**src/rtl/div_pulse_check.sv**
```systemverilog
// div_pulse_check
//
// Receive-side checker for a divided-clock enable stream. Measures the spacing
// between single-cycle strobes, compares it with the expected divide ratio DIV,
// and reports the measured period, a lock indication and a saturating error count.
//
// Ports:
//   clk            single clock, all logic on its rising edge
//   rst            synchronous active-high reset
//   pi_strobe      divided enable pulse under check, sampled every cycle
//   pi_clr         synchronous clear of po_err_cnt (wins over a same-cycle error)
//   po_period      last measured strobe interval in cycles
//   po_period_vld  one-cycle pulse when po_period updates
//   po_lock        high while the strobe is verified at DIV spacing
//   po_err         one-cycle pulse per mismatch or timeout
//   po_err_cnt     saturating error count
//
// All outputs are registered; each reflects the strobe sampled at the previous edge.

module div_pulse_check #(
    parameter int unsigned DIV      = 4,
    parameter int unsigned CNT_W    = 8,
    parameter int unsigned LOCK_CNT = 4,
    parameter int unsigned ERR_W    = 8
) (
    input  logic             clk,
    input  logic             rst,
    input  logic             pi_strobe,
    input  logic             pi_clr,
    output logic [CNT_W-1:0] po_period,
    output logic             po_period_vld,
    output logic             po_lock,
    output logic             po_err,
    output logic [ERR_W-1:0] po_err_cnt
);

    localparam int unsigned GoodW = $clog2(LOCK_CNT + 1);

    localparam logic [CNT_W-1:0] DivVal     = CNT_W'(DIV);
    // Gap value at which 2*DIV cycles have elapsed since the last strobe.
    localparam logic [CNT_W-1:0] TimeoutGap = CNT_W'(2 * DIV - 1);
    localparam logic [GoodW-1:0] LockVal    = GoodW'(LOCK_CNT);

    typedef enum logic [1:0] {
        StIdle,
        StArmed,
        StLocked
    } state_e;

    state_e           state_q, state_d;
    logic [CNT_W-1:0] gap_q, gap_d;
    logic [GoodW-1:0] good_q, good_d;
    logic [CNT_W-1:0] period_q, period_d;
    logic             period_vld_q, period_vld_d;
    logic             lock_q, lock_d;
    logic             err_q, err_d;
    logic [ERR_W-1:0] err_cnt_q, err_cnt_d;

    logic [CNT_W-1:0] interval;
    logic [GoodW-1:0] good_inc;
    logic             interval_ok;
    logic             timeout;

    always_comb begin
        interval    = gap_q + 1'b1;
        good_inc    = good_q + 1'b1;
        interval_ok = (interval == DivVal);
        timeout     = !pi_strobe && (gap_q == TimeoutGap);

        state_d      = state_q;
        good_d       = good_q;
        period_d     = period_q;
        period_vld_d = 1'b0;
        err_d        = 1'b0;
        // The gap counter free-runs; it is only interpreted in ARMED/LOCKED.
        gap_d        = pi_strobe ? '0 : gap_q + 1'b1;

        unique case (state_q)
            StIdle: begin
                // First strobe only establishes a reference point.
                if (pi_strobe) begin
                    state_d = StArmed;
                    good_d  = '0;
                end
            end
            StArmed: begin
                if (pi_strobe) begin
                    period_d     = interval;
                    period_vld_d = 1'b1;
                    if (interval_ok) begin
                        good_d = good_inc;
                        if (good_inc == LockVal) begin
                            state_d = StLocked;
                        end
                    end else begin
                        good_d = '0;
                        err_d  = 1'b1;
                    end
                end else if (timeout) begin
                    state_d = StIdle;
                    good_d  = '0;
                    err_d   = 1'b1;
                end
            end
            StLocked: begin
                if (pi_strobe) begin
                    period_d     = interval;
                    period_vld_d = 1'b1;
                    if (!interval_ok) begin
                        state_d = StArmed;
                        good_d  = '0;
                        err_d   = 1'b1;
                    end
                end else if (timeout) begin
                    state_d = StIdle;
                    good_d  = '0;
                    err_d   = 1'b1;
                end
            end
            default: begin
                state_d = StIdle;
                good_d  = '0;
            end
        endcase

        lock_d = (state_d == StLocked);

        // Clear wins over a same-cycle error; po_err still pulses in that case.
        if (pi_clr) begin
            err_cnt_d = '0;
        end else if (err_d && (err_cnt_q != {ERR_W{1'b1}})) begin
            err_cnt_d = err_cnt_q + 1'b1;
        end else begin
            err_cnt_d = err_cnt_q;
        end
    end

    always_ff @(posedge clk) begin
        if (rst) begin
            state_q      <= StIdle;
            gap_q        <= '0;
            good_q       <= '0;
            period_q     <= '0;
            period_vld_q <= 1'b0;
            lock_q       <= 1'b0;
            err_q        <= 1'b0;
            err_cnt_q    <= '0;
        end else begin
            state_q      <= state_d;
            gap_q        <= gap_d;
            good_q       <= good_d;
            period_q     <= period_d;
            period_vld_q <= period_vld_d;
            lock_q       <= lock_d;
            err_q        <= err_d;
            err_cnt_q    <= err_cnt_d;
        end
    end

    assign po_period     = period_q;
    assign po_period_vld = period_vld_q;
    assign po_lock       = lock_q;
    assign po_err        = err_q;
    assign po_err_cnt    = err_cnt_q;

endmodule
```
**config.mk**
```make
export PLATFORM = sky130hd
export DESIGN_NAME = div_pulse_check
export DESIGN_NICKNAME = d
export VERILOG_FILES = /design/src/rtl/div_pulse_check.sv
export SDC_FILE = /design/constraint.sdc
export NUM_CORES = 1
export LEC_CHECK = 0
export CORE_UTILIZATION = 36
export DETAILED_ROUTE_END_ITERATION = 8
export PLACE_DENSITY_LB_ADDON = 0.1
export SLEW_MARGIN = 20
export SYNTH_ARGS = -nofsm -noshare
export SYNTH_HDL_FRONTEND = slang
export SYNTH_SLANG_ARGS = --single-unit
```
**constraint.sdc**
```tcl
create_clock -name clk -period 2.8 [get_ports clk]
set_clock_uncertainty 0.15 [all_clocks]
set_input_delay 0.28 -clock clk [delete_from_list [all_inputs] [get_ports clk]]
set_output_delay 0.28 -clock clk [all_outputs]
set_load 0.005 [all_outputs]
```
Yosys cells after proc, flatten, opt, wreduce, memory -nomap -nowiden
Index checks and enable logic that the tools add are counted.
- bits in registers: 32
- bits in latches: 0
- RAM bits: 0
- bits in read-only memories: 0
- bits of input ports: 4
- word-level logic and storage cells: 51
- memories kept: 0
- $add $sub $neg: 3
- multipliers: 0
- divide/modulo/power cells: 0
- magnitude comparators: 0
- equal/unequal tests: 9
- shift operators: 0
- multiplexer cells: 20
- bitwise gates (word level): 1
- reduce and logical (&&, ||, !) cells: 10
- operators by type and width (operator ; number):
    2-to-1 mux 3 bit ; 6
    adder 8 x 1 -> 8 bit, second input constant ; 2
    == test 8 x 3 -> 1 bit, second input constant ; 2
    2-to-1 mux 2 bit ; 7
    case mux 3 bit (3 select lines) ; 1
    != test 8 bit, second input constant ; 1
    OR reduction 2 bit ; 4
    case mux 2 bit (3 select lines) ; 1
    2-to-1 mux 1 bit ; 5
    == test 2 bit, second input constant ; 2
    AND reduction 2 bit ; 2
    adder 3 x 1 -> 3 bit, second input constant ; 1
    == test 3 bit, second input constant ; 1
    != test 3 bit, second input constant ; 1
    == test 2 x 1 -> 1 bit, second input constant ; 1
    logical AND 1 bit ; 2
    zero test 2 bit ; 1
    != test 2 bit, second input constant ; 1
    zero test 1 bit ; 1
    inverter 1 bit ; 1

Logic depth before layout (Yosys ltp)
Gate-level depths: netlist of run 1.
- depth after elaboration: 7
- mapped depth: 8
- mapped depth without buffers: 7

Worst setup path after synthesis of run 1
Ideal clock, no wire load.
- path kind: flip-flop to flip-flop
- start point: register gap_q[0]
- end point: register err_cnt_q[7] (netlist: po_err_cnt[7])
- arrival time: 1869 ps
- required time: 2531 ps
- setup slack: 662 ps
- stages on the path, launching flop included: 9
- path buffers: 1
- cells stage by stage: dfxtp_1 > ha_1 > nor4b_1 > a21o_1 > o211ai_1 > a21oi_2 > buf_6 > nand4_1 > mux2i_1
- longest elaborated chain between the ends: 6
- elaborated cells between the ends (all ways): 9
- those cells by class: add/sub (1); eq/ne (2); mux (4); reduce/logical (2)
- ends and longest elaborated chain (element ; RTL line ; RTL):
    start: declaration ; 51 ; logic [CNT_W-1:0] gap_q, gap_d;
    start signal: assignment ; 150 ; gap_q <= gap_d;
    adder 8 x 1 -> 8 bit / == test 8 x 3 -> 1 bit (equally long branches) ; 65, 68 ;
    == test 8 x 3 -> 1 bit / logical AND 1 bit (equally long branches) ; 67, 68 ;
    2-to-1 mux 1 bit, on equally long branches ; n/a ;
    2-to-1 mux 1 bit (*) ; 106 ; if (pi_strobe) begin
    2-to-1 mux 1 bit (*) ; n/a ;
    logical AND 1 bit (*) ; 131 ; end else if (err_d && (err_cnt_q != {ERR_W{1'b1}})) begin
    end signal: assignment ; 156 ; err_cnt_q <= err_cnt_d;
    end: declaration ; 57 ; logic [ERR_W-1:0] err_cnt_q, err_cnt_d;
Every way passes the cells marked *; elsewhere a longest branch is shown, timed or not.
A chain may end at the register's enable or synchronous reset.

Worst setup path after layout of run 1
- start point: register gap_q[0]
- end point: register err_cnt_q[5] (netlist: po_err_cnt[5])
Same word-level chain as after synthesis.

==> impl_metrics.env, run 1 <==
export IMPL_yosysSeqAreaShare=0.3957
export IMPL_initial_core_util=0.3744
export IMPL_leakage_uw=0.0007379
export IMPL_drc_errors=0
export IMPL_startpoint="gap_q[0]$_SDFF_PP0_"
export IMPL_via_count=1410
export IMPL_post_cts_setup_buffer_count=0
export IMPL_dieArea_um2=4769
export IMPL_grt_max_degree=17
export IMPL_yosys_warnings=0
export IMPL_antenna_found_initial=0
export IMPL_syn_area_um2=1619
export IMPL_final_antenna_net_count=0
export IMPL_cts_tree="built"
export IMPL_wl_per_cell_um=13.74
export IMPL_stdcell_count=261
export IMPL_cp_data_arrival_time_ns=2.46
export IMPL_cts_repair_resized=0
export IMPL_syn_inst=184
export IMPL_fin_area_um2=2004
export IMPL_layout_drive_gt1_share=0.1100
export IMPL_grt_usage=0.1652
export IMPL_clkSinkCount=32
export IMPL_cts_htree_levels=2
export IMPL_critPathKind="flip-flop to flip-flop"
export IMPL_die_w_um=69.06
export IMPL_irDropWorstVdd_uv=302.5
export IMPL_post_route_period_util=0.8551
export IMPL_ctsHoldBuffers=0
export IMPL_hold_viol=0
export IMPL_clk_latency_ns=0.29
export IMPL_clock_path_buffers=2
export IMPL_area_delta_synth_final_pct=23.80
export IMPL_syn_num_nets=197
export IMPL_core_um2=4324
export IMPL_finalPower_uw=999.4
export IMPL_fin_crit_ns=2.394
export IMPL_fin_util=0.4635
export IMPL_drv_slew=0
export IMPL_placed_cell_area_um2=1893
export IMPL_end_kind="flip-flop"
export IMPL_gp_congestion=0.7637
export IMPL_wirelength_um=3586
export IMPL_relSlewSlack=0.5638
export IMPL_yosys_area_top_type_share=0.3957
export IMPL_drt_initial_drc_count=43
export IMPL_synthTopCellsByArea="dfxtp_1 (40%), ha_1 (7.0%), nor2_1 (6.5%)"
export IMPL_path_max_fanout=8
export IMPL_finalSetupTns_ns=0
export IMPL_cts_buffers=5
export IMPL_num_rows=24
export IMPL_crit_required_ns=2.87
export IMPL_worstMarginPinSlew_ns=0.6497
export IMPL_diodes=0
export IMPL_dp_cells=253
export IMPL_yosys_area_top_type="dfxtp_1"
export IMPL_min_path_type="flip-flop to flip-flop"
export IMPL_yosysMostFrequentCell="dfxtp_1"
export IMPL_r2r_start="gap_q[0]$_SDFF_PP0_"
export IMPL_hpwl_um=2574
export IMPL_synth_cell_types=43
export IMPL_dr_pass1_iters=4
export IMPL_cts_root_buf="clkbuf_8"
export IMPL_drv_cap=0
export IMPL_setup_viol=0
export IMPL_p_per_area_nw_per_um2=498.6
export IMPL_start_kind="flip-flop"
export IMPL_hp_start="po_period[1]$_SDFFE_PP0P_"
export IMPL_vias_per_cell=5.402
export IMPL_fmax_ghz=0.4176
export IMPL_die_y_um=69.06
export IMPL_hold_depth=2
export IMPL_grt_overflow_total=0
export IMPL_status="complete, no violations"
export IMPL_reg2reg_depth=8
export IMPL_final_nets=221
export IMPL_grt_pass1_wl_um=6354
export IMPL_rsz0062_at_grt="false"
export IMPL_ys_ff_latch=32
export IMPL_synthTopCellsByCount="dfxtp_1 (32), nor2_1 (28), nand2_1 (11)"
export IMPL_nFillCells=430
export IMPL_port_buffer_count=22
export IMPL_cts_clk_slew_worst_paths_ns=0.07
export IMPL_grt_pass1_vias=1377
export IMPL_synthFlopType="dfxtp_1"
export IMPL_io_pins=23
export IMPL_synthArstFlopShare=0
export IMPL_synth_edff_count=0
export IMPL_synth_area_per_cell_um2=8.799
## metrics by stage
| step | hold WS, ns | setup WS [ns] |
|---|---|---|
| finish | 0.3261 | 0.4056 |
| global route | 0.3558 | 0.1827 |
| CTS | 0.3318 | 0.4155 |
| detailed placement | 0.3183 | 0.3053 |
| global placement | 0.2959 | 0.3142 |
| floorplan | 0.1987 | 0.6620 |
## per-layer routing
metal  vias up  wire [µm]  global-route usage
met5         -          0                   0
met4         0         58             0.06122
met3         6        119             0.04386
met2        24       1712              0.2772
met1       677       1695              0.2016
li1        703          -                   -
## layout make-up
class | instances | area, µm² | share of cell area
multi-input combinational | 132 | 892.1 | 0.4451
sequential | 32 | 640.6 | 0.3196
timing repair buffer | 27 | 257.7 | 0.1286
clock buffer | 5 | 68.82 | 0.03433
tap | 52 | 65.06 | 0.03246
clock inverter | 3 | 42.54 | 0.02122
inverter | 10 | 37.54 | 0.01873
## flip-flops by register name (all words and copies together) (netlist names)
| signal | cells |
|---|---|
| state_q | 2 |
| gap_q | 8 |
| good_q | 3 |
| po_period | 8 |
| po_period_vld | 1 |
| po_err | 1 |
| po_err_cnt | 8 |
| po_lock | 1 |
## cells in the final DEF, fill, tap and decap left out, types with 3 or more instances in the layout
cell type,n
a211oi_1,8
inv_1,10
clkbuf_8,5
o21ai_0,4
buf_4,5
a21o_1,6
and2_1,3
nand3_1,9
nand4_1,3
nor4b_1,4
ha_1,9
nor2_1,28
clkdlybuf4s50_1,22
dfxtp_1,32
xnor2_1,3
xor2_1,3
a31oi_1,3
a21oi_1,5
nand2_1,11
## worst max-delay path, stage by stage, from the launching register on
cell      delay [ns]
dfxtp_1         0.34
ha_1            0.34
nor4b_1         0.48
a21o_1          0.20
o211ai_1        0.09
a21oi_2         0.30
buf_4           0.21
nand3_1         0.08
a21oi_1         0.13
## where the power goes
group	switching, µW	internal [µW]	total (µW)
Sequential	6.81	466	472
Combinational	42.0	38.5	80.5
Clock	183	263	447
## cell families after synthesis
logic type / synth area share
XOR/XNOR: 0.03246
buffers and inverters: 0.05332
adder cells (fa/ha/maj): 0.06955
AND/OR/NAND/NOR: 0.2442
AO/OA/AOI/OAI: 0.1924
multiplexers: 0.01237
flip-flops: 0.3957
## final timing paths
kind                                end  slack, ns
max reg2reg  po_err_cnt[5]$_SDFFE_PP0P_       0.41
min           po_period[1]$_SDFFE_PP0P_       0.33
max          po_err_cnt[5]$_SDFFE_PP0P_       0.41
min reg2reg   po_period[1]$_SDFFE_PP0P_       0.33
No activity file was read; power rests on OpenSTA's default activity.
==> inputs of run 2 (changes only) <==
Settings changed: CORE_MARGIN from default to 10.
==> run 2 against run 1 <==
Net effect: worst setup slack better by 0.032 ns; utilization down 0.15 points; wire length is 1.8% higher; combinational power rose by 0.7%; clock power down 1%; sequential power is essentially flat; via count decreased by 2.3%; largest cell class unchanged; highest routed layer unchanged.
==> impl_metrics.env, run 2 (synthesis results as in run 1) <==
export IMPL_drc_errors=0
export IMPL_hold_depth=1
export IMPL_end_kind="flip-flop"
export IMPL_final_antenna_net_count=0
export IMPL_worstMarginPinSlew_ns=0.5946
export IMPL_ctsHoldBuffers=0
export IMPL_irDropWorstVdd_uv=248.0
export IMPL_grt_max_degree=16
export IMPL_p_per_area_nw_per_um2=494.7
export IMPL_cts_tree="built"
export IMPL_final_nets=222
export IMPL_status="complete, no violations"
export IMPL_area_delta_synth_final_pct=24.27
export IMPL_drv_cap=0
export IMPL_wirelength_um=3649
export IMPL_via_count=1378
export IMPL_drv_slew=0
export IMPL_grt_overflow_total=0
export IMPL_path_max_fanout=9
export IMPL_drt_initial_drc_count=49
export IMPL_initial_core_util=0.3718
export IMPL_num_rows=24
export IMPL_antenna_found_initial=0
export IMPL_finalSetupTns_ns=0
export IMPL_hold_viol=0
export IMPL_hpwl_um=2752
export IMPL_relSlewSlack=0.6008
export IMPL_worst_slack_ns=0.4374
export IMPL_cts_repair_resized=0
export IMPL_dieArea_um2=7579
export IMPL_final_common_cell="dfxtp_1"
export IMPL_crit_required_ns=2.86
export IMPL_place_ws_ns=0.3206
export IMPL_diodes=0
export IMPL_port_buffer_count=22
export IMPL_vias_per_cell=5.260
export IMPL_nFillCells=414
export IMPL_io_pins=23
export IMPL_grt_pass1_vias=1389
export IMPL_fmax_ghz=0.4233
export IMPL_wl_per_cell_um=13.93
export IMPL_grt_pass1_wl_um=6251
export IMPL_clk_latency_ns=0.28
export IMPL_cts_clk_slew_worst_paths_ns=0.07
export IMPL_layout_drive_gt1_share=0.1143
export IMPL_post_route_period_util=0.8438
export IMPL_setup_viol=0
export IMPL_fin_crit_ns=2.363
export IMPL_dr_pass1_iters=4
export IMPL_layout_common_cells="dfxtp_1 (32), nor2_1 (28), clkdlybuf4s50_1 (22), nand2_1 (11), inv_1 (10)"
export IMPL_critPathKind="flip-flop to flip-flop"
export IMPL_gp_congestion=0.9044
export IMPL_hp_start="good_q[2]$_SDFFE_PP0P_"
export IMPL_leakage_uw=0.0007433
export IMPL_reg2reg_slack_ns=0.44
export IMPL_r2r_start="gap_q[3]$_SDFF_PP0_"
export IMPL_min_path_type="flip-flop to flip-flop"
export IMPL_hold_path_endpoint="good_q[2]$_SDFFE_PP0P_"
export IMPL_die_y_um=87.06
export IMPL_r2r_end="po_err_cnt[5]$_SDFFE_PP0P_"
export IMPL_cts_htree_levels=2
export IMPL_cp_data_arrival_time_ns=2.43
export IMPL_grt_usage=0.09998
export IMPL_cts_buffers=5
export IMPL_die_w_um=87.06
export IMPL_clkSinkCount=32
export IMPL_core_um2=4354
export IMPL_rsz0062_at_grt="false"
export IMPL_cts_root_buf="clkbuf_8"
export IMPL_start_kind="flip-flop"
export IMPL_post_cts_setup_buffer_count=0
export IMPL_clock_path_buffers=2
export IMPL_hold_ws_ns=0.3149
export IMPL_reg2reg_depth=7
-- run 2: power by group --
| group | total, µW | leakage (µW) | internal [µW] | switching (µW) |
|---|---|---|---|---|
| clock network | 442 | 0.0000541 | 263 | 179 |
| registers | 472 | 0.000259 | 466 | 6.59 |
| logic | 81.1 | 0.000430 | 38.9 | 42.3 |
-- run 2: per-stage QoR --
stage | total power, µW | instances | util | area, µm²
finish | 995.2 | 262 | 0.4621 | 2012
global route | 1037 | 262 | 0.4621 | 2012
CTS | 1009 | 262 | 0.4621 | 2012
detailed placement | 564.7 | 254 | 0.4365 | 1901
global placement | 563.0 | 254 | 0.4365 | 1901
floorplan | 528.5 | 184 | - | 1619
-- run 2: area by class of cell --
| class | count | area [µm²] | area share |
|---|---|---|---|
| Timing Repair Buffer | 28 | 265.3 | 0.1318 |
| Sequential cell | 32 | 640.6 | 0.3184 |
| Clock buffer | 5 | 68.82 | 0.03420 |
| Clock inverter | 3 | 42.54 | 0.02114 |
| Multi-Input combinational cell | 132 | 892.1 | 0.4434 |
| Tap cell | 52 | 65.06 | 0.03234 |
| Inverter | 10 | 37.54 | 0.01866 |
-- run 2: routing by layer --
layer / global-route usage / vias to the layer above / wire (µm)
met4: 0.04418 / 0 / 36
li1: - / 701 / -
met2: 0.1706 / 24 / 1859
met3: 0.03745 / 5 / 186
met1: 0.1071 / 648 / 1568
met5: 0 / - / 0
-- run 2: how the worst max path moves through the flow --
| stage | from | to | slack, ns | cells after the start |
|---|---|---|---|---|
| floorplan | gap_q[0]$_SDFF_PP0_ | po_err_cnt[7]$_SDFFE_PP0P_ | 0.66 | 8 |
| global placement | pi_strobe | po_err_cnt[2]$_SDFFE_PP0P_ | 0.37 | 8 |
| detailed placement | pi_strobe | po_err_cnt[5]$_SDFFE_PP0P_ | 0.32 | 8 |
| CTS | gap_q[1]$_SDFF_PP0_ | po_err_cnt[5]$_SDFFE_PP0P_ | 0.45 | 9 |
| global route | gap_q[3]$_SDFF_PP0_ | po_err_cnt[2]$_SDFFE_PP0P_ | 0.29 | 7 |
| finish | gap_q[3]$_SDFF_PP0_ | po_err_cnt[5]$_SDFFE_PP0P_ | 0.44 | 7 |
-- run 2: worst max-delay path, cell delays in order, from the launching register on --
cell and delay, ns:
dfxtp_1 0.55, nand4_4 0.18, o21a_1 0.26, nor4_4 0.48, a21oi_2 0.20, buf_4 0.20, a21o_1 0.15, a21oi_1 0.12
==> inputs of run 3 (changes only) <==
Clock period 2.8 ns to 2.3 ns, I/O delays scaled along.
==> run 3 against run 2 <==
Net effect: global-route usage is 0.19 points higher; sequential cell count stayed put; register-to-register slack worse by 0.25 ns; cell count is 3.8% higher; critical path type unchanged; critical endpoint is now good_q[1]$_SDFFE_PP0P_.
==> impl_metrics.env, run 3 (synthesis results as in run 1) <==
export IMPL_final_common_cell="dfxtp_1"
export IMPL_start_kind="flip-flop"
export IMPL_finalSetupTns_ns=0
export IMPL_relSlewSlack=0.6663
export IMPL_fmax_ghz=0.4730
export IMPL_p_per_area_nw_per_um2=599.6
export IMPL_core_um2=4354
export IMPL_port_buffer_count=22
export IMPL_cp_slowest_cell="dfxtp_1"
export IMPL_leakage_uw=0.0008064
export IMPL_num_rows=24
export IMPL_drv_cap=0
export IMPL_cts_buffers=5
export IMPL_final_antenna_net_count=0
export IMPL_clk_latency_ns=0.28
export IMPL_dieArea_um2=7579
export IMPL_drv_slew=0
export IMPL_place_ws_ns=0.01218
export IMPL_path_cells="ha_1, buf_4, inv_1, a41oi_1, nor4_4, buf_4, nand4_1, a21oi_1, o2bb2ai_1"
export IMPL_clock_path_buffers=2
export IMPL_io_pins=23
export IMPL_cts_htree_levels=2
export IMPL_grt_overflow_total=0
export IMPL_die_w_um=87.06
export IMPL_irDropWorstVdd_uv=495.8
export IMPL_initial_core_util=0.3718
export IMPL_antenna_found_initial=0
export IMPL_drc_errors=0
export IMPL_cts_tree="built"
export IMPL_area_delta_synth_final_pct=29.91
export IMPL_dr_pass1_iters=4
export IMPL_final_nets=232
export IMPL_status="complete, no violations"
export IMPL_end_kind="flip-flop"
export IMPL_hpwl_um=2875
export IMPL_crit_required_ns=2.35
export IMPL_post_route_period_util=0.9193
export IMPL_cp_data_arrival_time_ns=2.17
export IMPL_grt_usage=0.1019
export IMPL_min_path_type="flip-flop to flip-flop"
export IMPL_layout_drive_gt1_share=0.1591
export IMPL_clkSinkCount=32
export IMPL_worst_slack_ns=0.1857
export IMPL_layout_common_cells="dfxtp_1 (31), nor2_1 (28), clkdlybuf4s50_1 (22), buf_4 (16), nand2_1 (11)"
export IMPL_worstMarginPinSlew_ns=0.5006
export IMPL_setup_viol=0
export IMPL_via_count=1390
export IMPL_vias_per_cell=5.110
export IMPL_fin_crit_ns=2.114
export IMPL_rsz0062_at_grt="false"
export IMPL_diodes=0
export IMPL_crit_top_cell="buf_4"
export IMPL_critPathKind="flip-flop to flip-flop"
export IMPL_grt_pass1_wl_um=6361
export IMPL_gp_congestion=0.8883
export IMPL_cp_num_buf_inv=3
export IMPL_wirelength_um=3696
export IMPL_slowest_delay_ns=0.31
export IMPL_post_cts_setup_buffer_count=0
export IMPL_grt_pass1_vias=1412
export IMPL_die_y_um=87.06
export IMPL_path_max_fanout=6
export IMPL_crit_family="compound AO/OA/AOI/OAI gates"
export IMPL_wl_per_cell_um=13.59
export IMPL_hold_viol=0
export IMPL_grt_max_degree=16
export IMPL_cts_root_buf="clkbuf_8"
export IMPL_drt_initial_drc_count=42
export IMPL_cts_clk_slew_worst_paths_ns=0.07
## run 3: path summary, 6_finish.rpt
kind / start / to / slack [ns] / cells past startpoint
worst max-delay path: gap_q[0]$_SDFF_PP0_ / good_q[1]$_SDFFE_PP0P_ / 0.19 / 9
worst min-delay path: po_period[1]$_SDFFE_PP0P_ / po_period[1]$_SDFFE_PP0P_ / 0.31 / 2
worst max register to register: gap_q[0]$_SDFF_PP0_ / good_q[1]$_SDFFE_PP0P_ / 0.19 / 9
worst min register to register: po_period[1]$_SDFFE_PP0P_ / po_period[1]$_SDFFE_PP0P_ / 0.31 / 2
## run 3: stage by stage
| step | util | total power (µW) | instance area [µm²] | std cells | hold slack (ns) |
|---|---|---|---|---|---|
| final | 0.4830 | 1261 | 2103 | 272 | 0.3119 |
| after global routing | 0.4830 | 1312 | 2103 | 272 | 0.3302 |
| after CTS | 0.4828 | 1276 | 2102 | 272 | 0.3110 |
| after detailed placement | 0.4537 | 692.6 | 1976 | 264 | 0.3014 |
| after global placement | 0.4537 | 689.7 | 1976 | 264 | 0.2952 |
| after floorplan | - | 643.3 | 1619 | 184 | 0.1487 |
## run 3: power breakdown
| part | leakage [µW] | switching (µW) | internal [µW] |
|---|---|---|---|
| clock | 0.0000645 | 200 | 382 |
| sequential | 0.000260 | 8.25 | 567 |
| combinational | 0.000482 | 52.6 | 50.8 |
| total | 0.000806 | 261 | 1000 |
## run 3: tightest hold or removal path, cell delays in order, from the launching register on
cell and delay (ns):
dfxtp_1 0.31, nand2_1 0.05, a21oi_1 0.05
## run 3: layer usage
layer | wire length [µm] | vias up | global-route usage
met4 | 28 | 0 | 0.03240
met1 | 1602 | 646 | 0.1131
li1 | - | 721 | -
met5 | 0 | - | 0
met3 | 150 | 4 | 0.03184
met2 | 1915 | 19 | 0.1792
## run 3: layout make-up
class / instances / area [µm²]
Sequential cell: 32 / 641.9
Inverter: 10 / 37.54
Tap cell: 52 / 65.06
Fill cell: 414 / 2251
Timing Repair Buffer: 38 / 340.3
Clock inverter: 1 / 30.03
Clock buffer: 7 / 96.34
Multi-Input combinational cell: 132 / 892.1
## run 3: what timing repair did
item	in CTS	in global routing
hold buffers	0	0
gates resized for setup	0	1
setup endpoints to repair	0	1
